[src/rtl/fifo_pkg.sv]
// Shared definitions for the parameterised FIFO: the FWFT mode constants
// and the log2 helper used to size pointers and addresses.
package fifo_pkg;

  localparam int FIFO_STD  = 0;
  localparam int FIFO_FWFT = 1;

  function automatic int fifo_log2(input int value);
    int r;
    r = 0;
    for (int i = 0; i < 31; i++) begin
      if ((1 << i) < value) r = i + 1;
    end
    return r;
  endfunction

endpackage

[src/rtl/fifo_mem.sv]
// FIFO storage array: synchronous write, asynchronous read, contents are
// never reset.
module fifo_mem
  import fifo_pkg::*;
#(
  parameter int BITNUMBER = 8,
  parameter int LENGTH    = 8
) (
  input  logic                            clk,
  input  logic                            wr_en,
  input  logic [fifo_log2(LENGTH)-1:0]    wr_addr,
  input  logic [BITNUMBER-1:0]            wr_data,
  input  logic [fifo_log2(LENGTH)-1:0]    rd_addr,
  output logic [BITNUMBER-1:0]            rd_data
);

  logic [BITNUMBER-1:0] mem [LENGTH];

  always_ff @(posedge clk) begin
    if (wr_en) mem[wr_addr] <= wr_data;
  end

  assign rd_data = mem[rd_addr];

endmodule

[src/rtl/fifo_param.sv]
// Single-clock FIFO with registered or first-word-fall-through read,
// programmable almost-full/almost-empty thresholds and error reporting.
module fifo_param
  import fifo_pkg::*;
#(
  parameter int BITNUMBER = 8,
  parameter int LENGTH    = 8,
  parameter int FWFT      = 0
) (
  input  logic                          clk,
  input  logic                          reset,
  input  logic [BITNUMBER-1:0]          Fifo_Data_in,
  input  logic                          Fifo_wr,
  input  logic                          Fifo_rd,
  input  logic [fifo_log2(LENGTH):0]    afull_thr,
  input  logic [fifo_log2(LENGTH):0]    aempty_thr,
  input  logic                          err_clr,
  output logic [BITNUMBER-1:0]          Fifo_Data_out,
  output logic                          Fifo_valid,
  output logic                          Fifo_full,
  output logic                          Fifo_empty,
  output logic                          almost_full,
  output logic                          almost_empty,
  output logic [fifo_log2(LENGTH):0]    Fifo_count,
  output logic                          Fifo_wr_error,
  output logic                          Fifo_rd_error,
  output logic                          Fifo_error
);

  localparam int AW = fifo_log2(LENGTH);
  localparam logic [AW:0] DEPTH = (AW + 1)'(LENGTH);

  // The extra pointer MSB separates a full FIFO from an empty one.
  logic [AW:0]          wr_ptr;
  logic [AW:0]          rd_ptr;
  logic [BITNUMBER-1:0] rd_data;
  logic                 rd_accept;
  logic                 wr_accept;
  logic                 wr_fail;
  logic                 rd_fail;

  assign Fifo_count   = wr_ptr - rd_ptr;
  assign Fifo_empty   = (Fifo_count == '0);
  assign Fifo_full    = (Fifo_count == DEPTH);
  assign almost_full  = (Fifo_count >= afull_thr);
  assign almost_empty = (Fifo_count <= aempty_thr);

  // A read on a full FIFO frees a slot for a write in the same cycle.
  assign rd_accept = Fifo_rd && !Fifo_empty;
  assign wr_accept = Fifo_wr && (!Fifo_full || rd_accept);
  assign wr_fail   = Fifo_wr && !wr_accept;
  assign rd_fail   = Fifo_rd && !rd_accept;

  fifo_mem #(
    .BITNUMBER (BITNUMBER),
    .LENGTH    (LENGTH)
  ) u_mem (
    .clk     (clk),
    .wr_en   (wr_accept),
    .wr_addr (wr_ptr[AW-1:0]),
    .wr_data (Fifo_Data_in),
    .rd_addr (rd_ptr[AW-1:0]),
    .rd_data (rd_data)
  );

  always_ff @(posedge clk or posedge reset) begin
    if (reset) begin
      wr_ptr        <= '0;
      rd_ptr        <= '0;
      Fifo_wr_error <= 1'b0;
      Fifo_rd_error <= 1'b0;
      Fifo_error    <= 1'b0;
    end else begin
      if (wr_accept) wr_ptr <= wr_ptr + 1'b1;
      if (rd_accept) rd_ptr <= rd_ptr + 1'b1;
      Fifo_wr_error <= wr_fail;
      Fifo_rd_error <= rd_fail;
      // A new error in the same cycle as a clear keeps the sticky flag set.
      if (wr_fail || rd_fail) Fifo_error <= 1'b1;
      else if (err_clr)       Fifo_error <= 1'b0;
    end
  end

  generate
    if (FWFT == FIFO_FWFT) begin : g_fwft
      assign Fifo_Data_out = rd_data;
      assign Fifo_valid    = !Fifo_empty;
    end else begin : g_std
      logic [BITNUMBER-1:0] dout_q;
      logic                 vld_q;

      always_ff @(posedge clk or posedge reset) begin
        if (reset) begin
          dout_q <= '0;
          vld_q  <= 1'b0;
        end else begin
          vld_q <= rd_accept;
          if (rd_accept) dout_q <= rd_data;
        end
      end

      assign Fifo_Data_out = dout_q;
      assign Fifo_valid    = vld_q;
    end
  endgenerate

endmodule

[config.mk]
export PLATFORM = sky130hd
export DESIGN_NAME = fifo_param
export DESIGN_NICKNAME = d
export VERILOG_FILES = /design/src/rtl/fifo_pkg.sv /design/src/rtl/fifo_mem.sv /design/src/rtl/fifo_param.sv
export SDC_FILE = /design/constraint.sdc
export NUM_CORES = 1
export LEC_CHECK = 0
export BUFFER_PORTS_ARGS = -buffer_cell sky130_fd_sc_hd__clkbuf_2
export CAP_MARGIN = 20
export CORE_ASPECT_RATIO = 1.2
export CORE_MARGIN = 2
export CORE_UTILIZATION = 25
export CTS_BUF_LIST = sky130_fd_sc_hd__clkbuf_8
export DETAILED_ROUTE_END_ITERATION = 12
export GPL_TIMING_DRIVEN = 1
export PLACE_DENSITY = 0.44
export SLEW_MARGIN = 20
export SYNTH_ARGS = -nofsm -noshare
export SYNTH_HDL_FRONTEND = slang
export SYNTH_SLANG_ARGS = --single-unit
[constraint.sdc]
create_clock -name clk -period 5.07 [get_ports clk]
set_clock_uncertainty 0.2 [all_clocks]
set_input_delay 0 -clock clk [delete_from_list [all_inputs] [get_ports clk]]
set_output_delay 0 -clock clk [all_outputs]
set_load 0.01 [all_outputs]
[Word-level counts from Yosys, hierarchy flattened]
Memories as Yosys holds them, arrays and structs flattened. A register that Yosys moved wholly into a read port is not among the register bits.
Cells that the tools add are included.
Operators by class
  add/subtract/negate cells: 3
  $lt $le $gt $ge: 2
  equal/unequal tests: 1
  mux-type cells: 4
  reductions and logical operators: 12
Operator list (number)
  adder 4 x 1 -> 4 bit, second input constant: 2
  equality test 4 bit, second input constant: 1
  >= comparator 4 bit: 1
  less-or-equal comparator 4 bit: 1
  logical AND 1 bit: 4
  logical NOT 1 bit: 4
  logical NOT 4 bit: 1
  two-way mux 1 bit: 4
  subtractor 4 bit: 1
  logical OR 1 bit: 2
  nonzero test 2 bit: 1
Storage, ports and cells
  register bits after elaboration: 12
  memory bits (writable): 64
  input bits: 21
  output and inout bits: 20
  logic and storage cells: 29
  memories kept: 1
Memory list
  u_mem.mem: words 8, bits a word 8, read ports 1, clocked after Yosys merged registers in 1, wr ports 1, line fifo_mem.sv:17  | logic [BITNUMBER-1:0] mem [LENGTH];

[Logic depth before layout (Yosys ltp)]
  word-level depth: 10
  gate-level depth with buffers: 11
  depth with buffers taken out: 10

[Cells and area by module]
From an unflattened synthesis, not the netlist that was laid out.
Second synthesis, totals
  cells, all modules: 224
  area total of the unflattened synthesis: 3772.4 µm²
By module, submodules not included
  fifo_mem: instances 1, cells each 106, area an instance 2531.2 µm², seq. area each 1921.8 µm²
  fifo_param: instances 1, cells each 118, area an instance 1241.2 µm², seq. area each 500.5 µm²

[Worst setup path after synthesis]
No wires, ideal clock.
  path type: register to register
  start point: register rd_ptr[1]
  end point: memory u_mem.mem[0][0] (enable)
  library setup time: 0.395 ns
  data arrival time: 3.137 ns
  required time: 4.475 ns
  path slack: 1.339 ns
  cell stages (with the launch flop): 10
  path buffers: 3
  period minus slack after synthesis: 3.731 ns
  path through: dfrtp_1 -> clkbuf_1 -> clkbuf_1 -> inv_1 -> fa_1 -> xor2_1 -> or3_1 -> buf_6 -> o31ai_1 -> nor4_1
Between the ends
  longest elaborated chain between the ends: 8
  elaborated cells between the ends (all ways): 10
  those cells by class: add/sub: 1; eq/ne: 1; mux: 2; reduce/logical: 6
RTL lines
  from (decl): line fifo_param.sv:35  | logic [AW:0] rd_ptr;
  from (signal assigned): line fifo_param.sv:75  | if (rd_accept) rd_ptr <= rd_ptr + 1'b1;
  subtractor 4 bit (*): line fifo_param.sv:42  | assign Fifo_count = wr_ptr - rd_ptr;
  named net Fifo_count[2]: line fifo_param.sv:24  | output logic [fifo_log2(LENGTH):0] Fifo_count,
  logical NOT 4 bit: line fifo_param.sv:43  | assign Fifo_empty = (Fifo_count == '0);
  logical NOT 1 bit: line fifo_param.sv:49  | assign rd_accept = Fifo_rd && !Fifo_empty;
  logical AND 1 bit: line fifo_param.sv:49
  logical OR 1 bit (*): line fifo_param.sv:50  | assign wr_accept = Fifo_wr && (!Fifo_full || rd_accept);
  logical AND 1 bit (*): line fifo_param.sv:50
  two-way mux 1 bit (*): line fifo_mem.sv:20  | if (wr_en) mem[wr_addr] <= wr_data;
  two-way mux 1 bit (not written as such) (*): line fifo_mem.sv:20
  to (decl): line fifo_mem.sv:17
The timed path passes the listed nets; every way through them passes the cells marked *.

[Final worst setup path]
  start point: register rd_ptr[1]
  end point: memory u_mem.mem[6][7] (enable)
Between the ends
  longest elaborated chain between the ends: 8
  elaborated cells between the ends (all ways): 10
  those cells by class: add/sub: 1; eq/ne: 1; mux: 2; reduce/logical: 6
RTL lines (line)
  subtractor 4 bit (*): fifo_param.sv:42
  logical NOT 4 bit: fifo_param.sv:43
  logical NOT 1 bit: fifo_param.sv:49
  logical AND 1 bit: fifo_param.sv:49
  logical OR 1 bit (*): fifo_param.sv:50
  logical AND 1 bit (*): fifo_param.sv:50
  two-way mux 1 bit (*): fifo_mem.sv:20
  two-way mux 1 bit (not written as such) (*): fifo_mem.sv:20
Every way passes the cells marked *; elsewhere a longest branch is shown, timed or not.

==> flow_summary.yaml <==
timing:
  setup_viol: 0
  holdWs_ns: 0.101
  fin_crit_sh_pct: 66.9
  tightest_slew_ns: 0.786
  maxSlewViolCount: 0
  rsz0062_at_grt: "no"
  fmax_mhz: 295
  tns_ns: 0
  finalHoldViolations: 0
  slew_headroom_pct: 47.4
  min_period_ns: 3.39
min_path:
  hold_path_class: "in2async"
setup_path:
  crit_type: "reg2reg"
  required_ns: 4.86
  cp_max_fo: 20
  r2r_cells: 8
  start_kind: "register"
  crit_arrival_ns: 3.18
  critPathCaptureType: "register"
  startpoint: "rd_ptr[1]$_DFFE_PP0P_"
  rr_startpoint: "rd_ptr[1]$_DFFE_PP0P_"
cts:
  cts_buffers: 9
  clock_sinks: 84
  path_clk_slew_ns: 0.09
  clock_latency_ns: 0.36
  clock-root-buffer: "clkbuf_8"
  htree_levels: 3
  cts_tree: "done"
  cts_buffer_depth: 2
die:
  rows: 48
  fp.dieW_um: 114
  core_region_area_um2: 14200
  initial_core_util_pct: 25.3
  die-area_um2: 15400
  fp.dieH_um: 136
  pin_count: 41
run_status:
  outcome: "finished, final reports clean"
place:
  hpwl_um: 5280
  port_buffers: 40
  dp.cells: 433
  place_congestion: 0.750
detailed_routing:
  drcViolationCount: 0
  drt-initial-drc-count: 69
  wl_um: 7630
  ant_nets: 0
  wl_per_cell_um: 16.5
  via_count: 1977
  viasPerCell: 4.28
  drt_first_pass_iters: 4
finish:
  finalNonFillerCells: 462
  diodes: 0
  area_growth_pct: 20.7
  drive_above_1_share_pct: 28.9
  final_common_cell: "edfxtp_1"
  final_cell_mix: "64 x edfxtp_1, 40 x clkbuf_2, 20 x dfrtp_1, 17 x inv_1, 16 x mux4_2"
  nNetsFinal: 316
  final_util_pct: 30.6
power:
  p_clk_share_pct: 17.0
  p_int_uw: 1680
  comb_power_share_pct: 46.8
  p_leak_uw: 0.00168
  finalPower_uw: 2720
  pwr-share-seq_pct: 36.2
  cellPowerDensity_nw_per_um2: 625
  p_sw_share_pct: 38.1
  peakVddDrop_mv: 0.151
  p_sw_uw: 1040
global_routing:
  grt_antenna_before_repair: 0
  grt_pass1_vias: 2097
  grt_pass1_wl_um: 11900
  grt_use_total_pct: 10.6
  grt_max_degree: 22
  overflow: 0
yosys:
  ys_types: 37
  ys_ff_latch: 84
  async_reset_ff_share_pct: 23.8
  synth_nets: 253
  syn_avg_cell_area_um2: 16.5
  syn_area_um2: 3610
  synthFlopType: "edfxtp_1"
  ys_warn_count: 0
  synth_edf_count: 64
  ys_seq_area_share_pct: 67.2
  syn-instance-count: 219
job:
  max-cap-violations: 0
## path summary, 6_finish.rpt
check	end	slack, ns
setup reg to reg	u_mem.mem[6][7]$_DFFE_PP_	1.68
setup / recovery	u_mem.mem[6][7]$_DFFE_PP_	1.68
min in group clk	almost_full	0.17
hold / removal	Fifo_Data_out[6]$_DFFE_PP0P_	0.10
hold reg to reg	Fifo_Data_out[5]$_DFFE_PP0P_	0.28
max in group asynchronous	Fifo_Data_out[7]$_DFFE_PP0P_	4.08
## power groups by stage
stage / combinational (uW) / clock (uW) / sequential [uW]
3_3_place_gp: 1280 / 0 / 999
4_1_cts: 1310 / 479 / 988
6_report: 1270 / 463 / 985
5_1_grt: 1440 / 504 / 1000
3_5_place_dp: 1290 / 0 / 1000
2_1_floorplan: 889 / 0 / 998
## cells in the mapped netlist (all sizes together) (3+ instances only)
cell / instances / area, um^2
edfxtp: 64 / 1920
dfrtp: 20 / 500
inv: 18 / 67.6
mux4: 16 / 360
ha: 12 / 150
nand2: 12 / 45.0
mux2i: 9 / 90.1
o21ai: 9 / 45.0
nor2: 7 / 26.3
nor3: 6 / 30.0
xnor2: 6 / 52.6
a21oi: 5 / 25.0
buf: 5 / 31.3
clkbuf: 3 / 11.3
nand2b: 3 / 18.8
xor2: 3 / 26.3
## sequential cells by signal (all words and copies together) (netlist names)
| signal | count |
|---|---|
| Fifo_Data_out | 8 |
| Fifo_error | 1 |
| Fifo_rd_error | 1 |
| Fifo_valid | 1 |
| Fifo_wr_error | 1 |
| rd_ptr | 4 |
| u_mem.mem | 64 |
| wr_ptr | 4 |
## worst max-delay path, stage by stage (launching register included)
cell     delay, ns
dfrtp_1       0.34
buf_4         0.29
inv_1         0.14
fa_1          0.44
xor2_1        0.32
or3_1         0.34
o41a_4        0.21
nand2_1       0.09
nor2_1        0.64
## what timing repair did
item | CTS | global route
setup buffers | 0 | 0
gates resized for setup | 0 | 0
endpoints found under the hold margin | 101 | 0
hold buffers | 13 | 0
## layout make-up
type | instances | area, um^2
Sequential cell | 84 | 2420
Fill cell | 1406 | 9880
Clock buffer | 9 | 124
Timing Repair Buffer | 60 | 383
Clock inverter | 7 | 65.1
Tap cell | 175 | 219
Multi-Input combinational cell | 109 | 1070
Inverter | 18 | 67.6
## metrics by stage
stage | area, um^2 | setup WS (ns)
2_1_floorplan | 3610 | 1.34
3_3_place_gp | 4040 | 1.79
3_5_place_dp | 4040 | 1.64
4_1_cts | 4360 | 1.61
5_1_grt | 4360 | 1.43
6_report | 4360 | 1.68
## logic make-up (layout without fill, tap and decap cells)
| kind of cell | Yosys count | count (layout) | synth area share, % |
|---|---|---|---|
| AOI/OAI and AO/OA | 21 | 21 | 4.23 |
| adders and majority gates | 14 | 14 | 4.99 |
| muxes | 27 | 27 | 13.2 |
| and+or+nand+nor | 38 | 38 | 5.17 |
| buffers and inverters | 26 | 94 | 3.05 |
| xor gates and xnor gates | 9 | 9 | 2.19 |
| DFF | 84 | 84 | 67.2 |
## routing by layer
metal  global-route usage [%]  vias up  part of all wire (%)
li1                         -      944                     -
met1                     12.6      985                    44
met2                     18.4       37                    51
met3                     2.19       11                   2.9
met4                     4.81        0                   2.2
met5                        0        -                     0
Note: power is estimated with default switching activity, not from simulation.
